$ cat src/rtl/fb_pkg.sv
// Shared types and helpers for the frame-buffer scan controller.
// The bank bit sits above {row,col} in every RAM address.
package fb_pkg;

  typedef enum logic [1:0] {
    ST_IDLE  = 2'd0,
    ST_SCAN  = 2'd1,
    ST_DRAIN = 2'd2
  } fb_state_e;

  localparam int FB_MAX_AW = 32;

  function automatic int fb_addr_width(input int row_bits, input int col_bits);
    return 1 + row_bits + col_bits;
  endfunction

  function automatic logic [FB_MAX_AW-1:0] pack_addr(
    input logic                 bank,
    input logic [FB_MAX_AW-1:0] row,
    input logic [FB_MAX_AW-1:0] col,
    input int                   row_bits,
    input int                   col_bits
  );
    logic [FB_MAX_AW-1:0] a;
    a = (row << col_bits) | col;
    a = a | (FB_MAX_AW'(bank) << (row_bits + col_bits));
    return a;
  endfunction

endpackage

$ cat src/rtl/fb_scan_addr_gen.sv
// Row/column scan counter: advances one pixel per issue, wraps at frame end.
// Flags describe the address currently presented for issue.
module fb_scan_addr_gen
  import fb_pkg::*;
#(
  parameter int ROW_BITS = 5,
  parameter int COL_BITS = 6
) (
  input  logic                clk,
  input  logic                rst_n,
  input  logic                clr,
  input  logic                issue,
  output logic [ROW_BITS-1:0] row,
  output logic [COL_BITS-1:0] col,
  output logic                eol,
  output logic                eof,
  output logic                last_issue
);

  always_ff @(posedge clk) begin
    if (!rst_n || clr) begin
      row <= '0;
      col <= '0;
    end else if (issue) begin
      if (eol) begin
        col <= '0;
        row <= row + 1'b1;
      end else begin
        col <= col + 1'b1;
      end
    end
  end

  assign eol        = &col;
  assign eof        = eol & (&row);
  assign last_issue = issue & eof;

endmodule

$ cat src/rtl/fb_scan_ctrl.sv
// Double-buffered frame-buffer controller: host writes land in the back bank,
// the scan engine streams the front bank, banks swap only at frame boundaries.
module fb_scan_ctrl
  import fb_pkg::*;
#(
  parameter  int DATA_WIDTH = 32,
  parameter  int ROW_BITS   = 5,
  parameter  int COL_BITS   = 6,
  localparam int ADDR_WIDTH = fb_addr_width(ROW_BITS, COL_BITS),
  localparam int PIX_BITS   = ROW_BITS + COL_BITS,
  localparam int BE_W       = DATA_WIDTH / 8
) (
  input  logic                  clk,
  input  logic                  rst_n,
  input  logic                  host_en,
  input  logic [PIX_BITS-1:0]   host_addr,
  input  logic [BE_W-1:0]       host_we,
  input  logic [DATA_WIDTH-1:0] host_din,
  input  logic                  swap_req,
  output logic                  swap_done,
  output logic                  front_bank,
  input  logic                  scan_en,
  output logic [DATA_WIDTH-1:0] pixel_data,
  output logic [ROW_BITS-1:0]   pixel_row,
  output logic [COL_BITS-1:0]   pixel_col,
  output logic                  pixel_eol,
  output logic                  pixel_eof,
  output logic                  pixel_valid,
  input  logic                  pixel_ready,
  output logic                  ram_a_en,
  output logic [ADDR_WIDTH-1:0] ram_a_addr,
  output logic [BE_W-1:0]       ram_a_we,
  output logic [DATA_WIDTH-1:0] ram_a_din,
  output logic                  ram_b_en,
  output logic [ADDR_WIDTH-1:0] ram_b_addr,
  input  logic [DATA_WIDTH-1:0] ram_b_dout
);

  fb_state_e             state, state_nxt;
  logic                  issue, acc, flip, gen_clr, swap_pending;
  logic [ROW_BITS-1:0]   gen_row;
  logic [COL_BITS-1:0]   gen_col;
  logic                  gen_eol, gen_eof, last_issue;

  fb_scan_addr_gen #(
    .ROW_BITS (ROW_BITS),
    .COL_BITS (COL_BITS)
  ) u_addr_gen (
    .clk        (clk),
    .rst_n      (rst_n),
    .clr        (gen_clr),
    .issue      (issue),
    .row        (gen_row),
    .col        (gen_col),
    .eol        (gen_eol),
    .eof        (gen_eof),
    .last_issue (last_issue)
  );

  // A read may issue whenever the output slot is empty or is draining this cycle.
  assign issue = (state == ST_SCAN) & (~pixel_valid | pixel_ready);
  assign acc   = pixel_valid & pixel_ready;

  always_comb begin
    state_nxt = state;
    gen_clr   = 1'b0;
    flip      = 1'b0;
    case (state)
      ST_IDLE: begin
        flip = swap_pending;
        if (scan_en) begin
          state_nxt = ST_SCAN;
          gen_clr   = 1'b1;
        end
      end
      ST_SCAN: begin
        if (last_issue) state_nxt = ST_DRAIN;
      end
      ST_DRAIN: begin
        if (acc) begin
          flip      = swap_pending;
          state_nxt = scan_en ? ST_SCAN : ST_IDLE;
        end
      end
      default: state_nxt = ST_IDLE;
    endcase
  end

  always_ff @(posedge clk) begin
    if (!rst_n) begin
      state        <= ST_IDLE;
      front_bank   <= 1'b0;
      swap_pending <= 1'b0;
      swap_done    <= 1'b0;
    end else begin
      state        <= state_nxt;
      swap_done    <= flip;
      // A request landing in the flip cycle survives for the next boundary.
      swap_pending <= (swap_pending & ~flip) | swap_req;
      if (flip) front_bank <= ~front_bank;
    end
  end

  // Sideband tracks the read in flight and holds with the RAM output on stall.
  always_ff @(posedge clk) begin
    if (!rst_n) begin
      pixel_valid <= 1'b0;
      pixel_row   <= '0;
      pixel_col   <= '0;
      pixel_eol   <= 1'b0;
      pixel_eof   <= 1'b0;
    end else if (issue) begin
      pixel_valid <= 1'b1;
      pixel_row   <= gen_row;
      pixel_col   <= gen_col;
      pixel_eol   <= gen_eol;
      pixel_eof   <= gen_eof;
    end else if (pixel_ready) begin
      pixel_valid <= 1'b0;
    end
  end

  assign pixel_data = ram_b_dout;
  assign ram_b_en   = issue;
  assign ram_b_addr = ADDR_WIDTH'(pack_addr(front_bank, FB_MAX_AW'(gen_row),
                                            FB_MAX_AW'(gen_col), ROW_BITS, COL_BITS));

  always_ff @(posedge clk) begin
    if (!rst_n) begin
      ram_a_en   <= 1'b0;
      ram_a_addr <= '0;
      ram_a_we   <= '0;
      ram_a_din  <= '0;
    end else begin
      ram_a_en   <= host_en;
      ram_a_addr <= {~front_bank, host_addr};
      ram_a_we   <= host_we;
      ram_a_din  <= host_din;
    end
  end

endmodule

$ cat config.mk
export PLATFORM = sky130hd
export DESIGN_NAME = fb_scan_ctrl
export DESIGN_NICKNAME = d
export VERILOG_FILES = /design/src/rtl/fb_pkg.sv /design/src/rtl/fb_scan_addr_gen.sv /design/src/rtl/fb_scan_ctrl.sv
export SDC_FILE = /design/constraint.sdc
export NUM_CORES = 1
export LEC_CHECK = 0
export ABC_AREA = 0
export CAP_MARGIN = 20
export CORE_MARGIN = 3
export CORE_UTILIZATION = 25
export CTS_CLUSTER_SIZE = 16
export DETAILED_ROUTE_END_ITERATION = 10
export GPL_TIMING_DRIVEN = 0
export SYNTH_ARGS = -nofsm -noshare
export SYNTH_HDL_FRONTEND = slang
export SYNTH_SLANG_ARGS = --single-unit
$ cat constraint.sdc
create_clock -name clk -period 3.52 [get_ports clk]
set_clock_uncertainty 0.15 [all_clocks]
set_input_delay 0.352 -clock clk [delete_from_list [all_inputs] [get_ports clk]]
set_output_delay 0.352 -clock clk [all_outputs]
set_load 0.05 [all_outputs]
== Word-level counts from Yosys, hierarchy flattened ==
Index checks and enable logic that the tools add are counted.

* Output and inout bits: 110
* Input bits: 85
* Flip-flop bits (word level): 79
* Word-level logic and storage cells: 54

* Equal/unequal tests: 5
* Multiplexer cells: 12
* Bitwise logic cells: 12
* Reduce and logical (&&, ||, !) cells: 8
* $add $sub $neg: 2

{| class="wikitable"
|+ Operator list
! operator !! count
|-
| $or A11 B12 Y12 || 1
|-
| $or A11 B6 Y11 || 1
|-
| $reduce_and A7 Y1 || 1
|-
| $add A6 B1 Y6 const B || 1
|-
| $mux W1 || 6
|-
| $mux W2 || 3
|-
| $mux W6 || 1
|-
| $ne A2 B2 Y1 const B || 3
|-
| $pmux W2 S3 || 1
|-
| $reduce_and A6 Y1 || 1
|-
| $add A5 B1 Y5 const B || 1
|-
| $and A1 B1 Y1 || 5
|-
| $reduce_and A5 Y1 || 1
|-
| $not A1 Y1 || 3
|-
| $reduce_and A3 Y1 || 1
|-
| $eq A2 B1 Y1 const B || 1
|-
| $eq A2 B2 Y1 const B || 1
|-
| $logic_not A2 Y1 || 1
|-
| $or A1 B1 Y1 || 2
|-
| $pmux W1 S2 || 1
|-
| $reduce_bool A2 Y1 || 1
|-
| $logic_not A1 Y1 || 1
|-
| $logic_or A1 B1 Y1 || 1
|}

== Longest topological paths before layout ==
* Depth in word-level cells: 6
* Mapped depth: 7
* Depth with buffers taken out: 5

== Modules after synthesis ==
From an unflattened synthesis, not the netlist that was laid out.

* Cell total of the unflattened synthesis: 288
* Area total of the unflattened synthesis: 2954.1 um^2

{| class="wikitable"
|+ By module, submodules not included
! module !! cells each !! area each (um^2) !! times used
|-
| fb_scan_ctrl || 224 || 2384.8 || 1
|-
| fb_scan_addr_gen || 64 || 569.3 || 1
|}

== Worst setup path after synthesis ==
Ideal clock, no wire load.

* Kind: register to output
* Start point: register pixel_valid
* End point: output port ram_b_en
* Required time: 3018 ps
* Cell stages (with the launch flop): 6
* Path slack: 1687 ps
* Data arrival time: 1331 ps
* Cell sequence: dfxtp_1 -> nand2b_1 -> buf_4 -> nand2_4 -> inv_1 -> buf_2

* Word-level cells in the longest chain between the ends: 3

{| class="wikitable"
|+ RTL lines
! what !! RTL line !! RTL
|-
| start, declared || fb_scan_ctrl.sv:28 || <nowiki>output logic pixel_valid,</nowiki>
|-
| start signal, assigned || fb_scan_ctrl.sv:107 || <nowiki>pixel_valid <= 1'b0;</nowiki>
|-
| start signal, assigned || fb_scan_ctrl.sv:113 || <nowiki>pixel_valid <= 1'b1;</nowiki>
|-
| start signal, assigned || fb_scan_ctrl.sv:119 || <nowiki>pixel_valid <= 1'b0;</nowiki>
|-
| $not A1 Y1 || fb_scan_ctrl.sv:61 || <nowiki>assign issue = (state == ST_SCAN) & (~pixel_valid | pixel_ready);</nowiki>
|-
| $or A1 B1 Y1 || fb_scan_ctrl.sv:61 ||
|-
| $and A1 B1 Y1 || fb_scan_ctrl.sv:61 ||
|-
| end, declared || fb_scan_ctrl.sv:34 || <nowiki>output logic ram_b_en,</nowiki>
|}

Every way passes these cells.

== Worst setup path after layout ==
* Start point: input port pixel_ready
* End point: output port ram_b_en

* Word-level cells in the longest chain between the ends: 2

{| class="wikitable"
|+ RTL lines
! what !! RTL line !! RTL
|-
| start, declared || fb_scan_ctrl.sv:29 || <nowiki>input logic pixel_ready,</nowiki>
|-
| $or A1 B1 Y1 || fb_scan_ctrl.sv:61 ||
|-
| $and A1 B1 Y1 || fb_scan_ctrl.sv:61 ||
|}

Every way passes these cells.

==> impl_metrics.csv <==
group,metric,value,unit
clocking,clockBufferDepth,2,
clocking,clk_latency,0.36,ns
synthesis,synth.most_common_cell,"dfxtp_1",
sta,relSlewSlack,64.4,%
sta,slew_viol_final,0,
routing,vias,2392,
power_and_ir_drop,powerDensity,447,mW/mm^2
sta,worstMarginPinSlew,0.532,ns
finish,nFillCells,1032,
synthesis,synth_top_cells_by_count,"79 x dfxtp_1, 52 x and2_1, 34 x buf_4",
synthesis,synthesis.area_per_instance,9.96,um^2
global_route,grt_max_degree,15,
power_and_ir_drop,vdd_drop_max,211,uV
power_and_ir_drop,finalPower,2140,uW
hold_path,hp-class,"flip-flop to flip-flop",
routing,ant_nets,0,
clocking,cts_tree,"done",
synthesis,synth_cells,279,
routing,wire_per_inst,12.6,um
run,max-cap-violations,0,
synthesis,synth_edf_count,0,
worst_setup_path,critPathLaunchType,"input pin",
worst_setup_path,worstPathMaxFanout,10,
global_route,grt_pass1_vias,2541,
synthesis,syn_nets,367,
floorplanning,die_w,111,um
finish,multiInputGateArea,896,um^2
synthesis,ys_ff_latch,79,
clocking,clk_pin_slew_worst_paths,0.09,ns
synthesis,netlist_area,0.00278,mm^2
synthesis,ys_warn_count,0,
worst_setup_path,end_kind,"output pin",
synthesis,yosys.cell_types.count,35,
global_route,grt_pass1_wl,12.1,mm
global_route,grt_usage,12.1,%
finish,diodes,0,
sta,min_period,2.96,ns
clocking,h-tree-depth,3,
routing,drtIter0Drc,42,
placement,dp_cells,577,
finish,postLayoutCoreUtil,45.4,%
synthesis,yosys.area.top_type,"dfxtp_1",
floorplanning,num_rows,37,
sta,fin_crit_sh,84.1,%
sta,rsz0062_at_grt,"no",
power_and_ir_drop,p_leak,0.00185,uW
floorplanning,core,0.0106,mm^2
floorplanning,die_area,0.0124,mm^2
worst_setup_path,r2r_cells,4,
finish,seqCellArea,0.00158,mm^2
routing,first_pass_iters,4,
clocking,cts_buffers,9,
routing,via_per_inst,4.03,
global_route,grt.overflow.total,0,
clocking,holdBufCountCts,0,
synthesis,synth_top_cell_area_share,56.9,%
finish,layout-drive-gt1-share,12.5,%
outcome,status,"completed",
sta,hold_viol_final,0,
global_route,antenna_found_initial,0,
clocking,clkSinkCount,79,
worst_setup_path,crit_type,"input pin to output pin",
finish,area_delta_synth_final,72.4,%
sta,setup-tns-final,0,ns
placement,io_buffer_count,162,
clocking,cts_setup_buffers,0,
sta,finalSetupViolCount,0,
synthesis,synth_ff_type,"dfxtp_1",
routing,drcViolationCount,0,
synthesis,synth.area.top_cells,"dfxtp_1 57%, and2_1 12%, buf_4 9.2%",
finish,final_nets,540,
synthesis,async_flop_share,0,%
placement,place_congestion,0.756,
placement,dp_hpwl,5.92,mm
worst_setup_path,required,3.02,ns
floorplanning,initial_utilization,26.3,%
synthesis,synth_seq_area_share,56.9,%
floorplanning,dieHeight,111,um
worst_setup_path,cp.arrival,2.46,ns
hold_path,hold_depth,2,
routing,wl,7.46,mm
sta,fmax,338,MHz
finish,finalNonFillerCells,593,
floorplanning,pin_count,195,
clocking,ctsResizeCount,0,
clocking,cts-root-buf,"clkbuf_8",
-- final timing paths --
path                     startpoint                 to  slack, ns
setup / recovery        pixel_ready           ram_b_en       0.56
hold / removal         pixel_col[4]       pixel_col[4]       0.31
setup reg to reg  u_addr_gen.col[2]  u_addr_gen.row[2]       1.91
hold reg to reg        pixel_col[4]       pixel_col[4]       0.31
-- flip-flops by register name, summed over array words and instances (netlist names) --
register / flops
front_bank: 1
state: 2
ram_a_addr: 12
swap_done: 1
u_addr_gen.row: 5
pixel_valid: 1
pixel_col: 6
ram_a_we: 4
ram_a_din: 32
pixel_row: 5
pixel_eof: 1
u_addr_gen.col: 6
ram_a_en: 1
swap_pending: 1
pixel_eol: 1
-- power breakdown --
group          internal (uW)  total (uW)  switching (uW)  leakage [uW]
clock                    404         742             337      0.000107
sequential               929         942            13.3      0.000651
combinational            188         458             270       0.00109
-- critical path: stages --
cell	delay [ns]
clkdlybuf4s50_1	0.51
nand2b_1	0.12
buf_4	0.15
nand2_4	0.09
inv_1	0.16
buf_2	0.24
clkdlybuf4s50_1	0.84
-- kinds of logic (layout without fill, tap and decap cells) --
| family | after synthesis | count (layout) | share of synthesized area [%] |
|---|---|---|---|
| and+or+nand+nor | 116 | 116 | 23.0 |
| DFF | 79 | 79 | 56.9 |
| buffers and inverters | 46 | 224 | 10.9 |
| AOI/OAI and AO/OA | 29 | 29 | 5.90 |
| xor gates and xnor gates | 5 | 5 | 1.58 |
| adders and majority gates | 3 | 3 | 1.35 |
| muxes | 1 | 1 | 0.360 |
-- placed cells by master, fill, tap and decap left out, types with 2 or more instances in the layout --
cell / instances
clkdlybuf4s50_1: 162
and4_1: 3
clkinv_4: 2
bufinv_16: 2
and2_1: 52
clkbuf_1: 8
a21oi_1: 21
nand3_1: 4
nand2_1: 31
clkbuf_8: 9
buf_4: 34
xor2_1: 2
buf_2: 2
xnor2_1: 3
inv_1: 2
nand2b_1: 2
nand4_1: 2
nor2_1: 10
dfxtp_1: 79
ha_1: 3
o21ai_0: 3
or3_1: 2
-- area by class of cell --
type / instances / area share (%)
Buffer: 43 / 6.08
Clock buffer: 10 / 2.66
Clock inverter: 6 / 1.96
Inverter: 3 / 0.235
Multi-Input combinational cell: 154 / 18.7
Sequential cell: 79 / 33.0
Tap cell: 136 / 3.55
Timing Repair Buffer: 162 / 33.8
-- metrics by stage --
stage	hold slack (ns)	area (um^2)	setup slack [ns]
floorplan	0.301	2780	1.69
global placement	0.292	4570	0.572
detailed placement	0.299	4570	0.558
CTS	0.312	4790	0.553
global route	0.335	4790	0.434
finish	0.305	4790	0.560
-- routing by layer --
layer	track usage [%]	part of all wire, %	up-vias
met5	0	0	-
met4	6.33	2.7	0
met3	5.98	12	16
met2	19.8	46	140
met1	13.0	39	1028
li1	-	-	1208
Note: power is estimated with default switching activity, not from simulation.
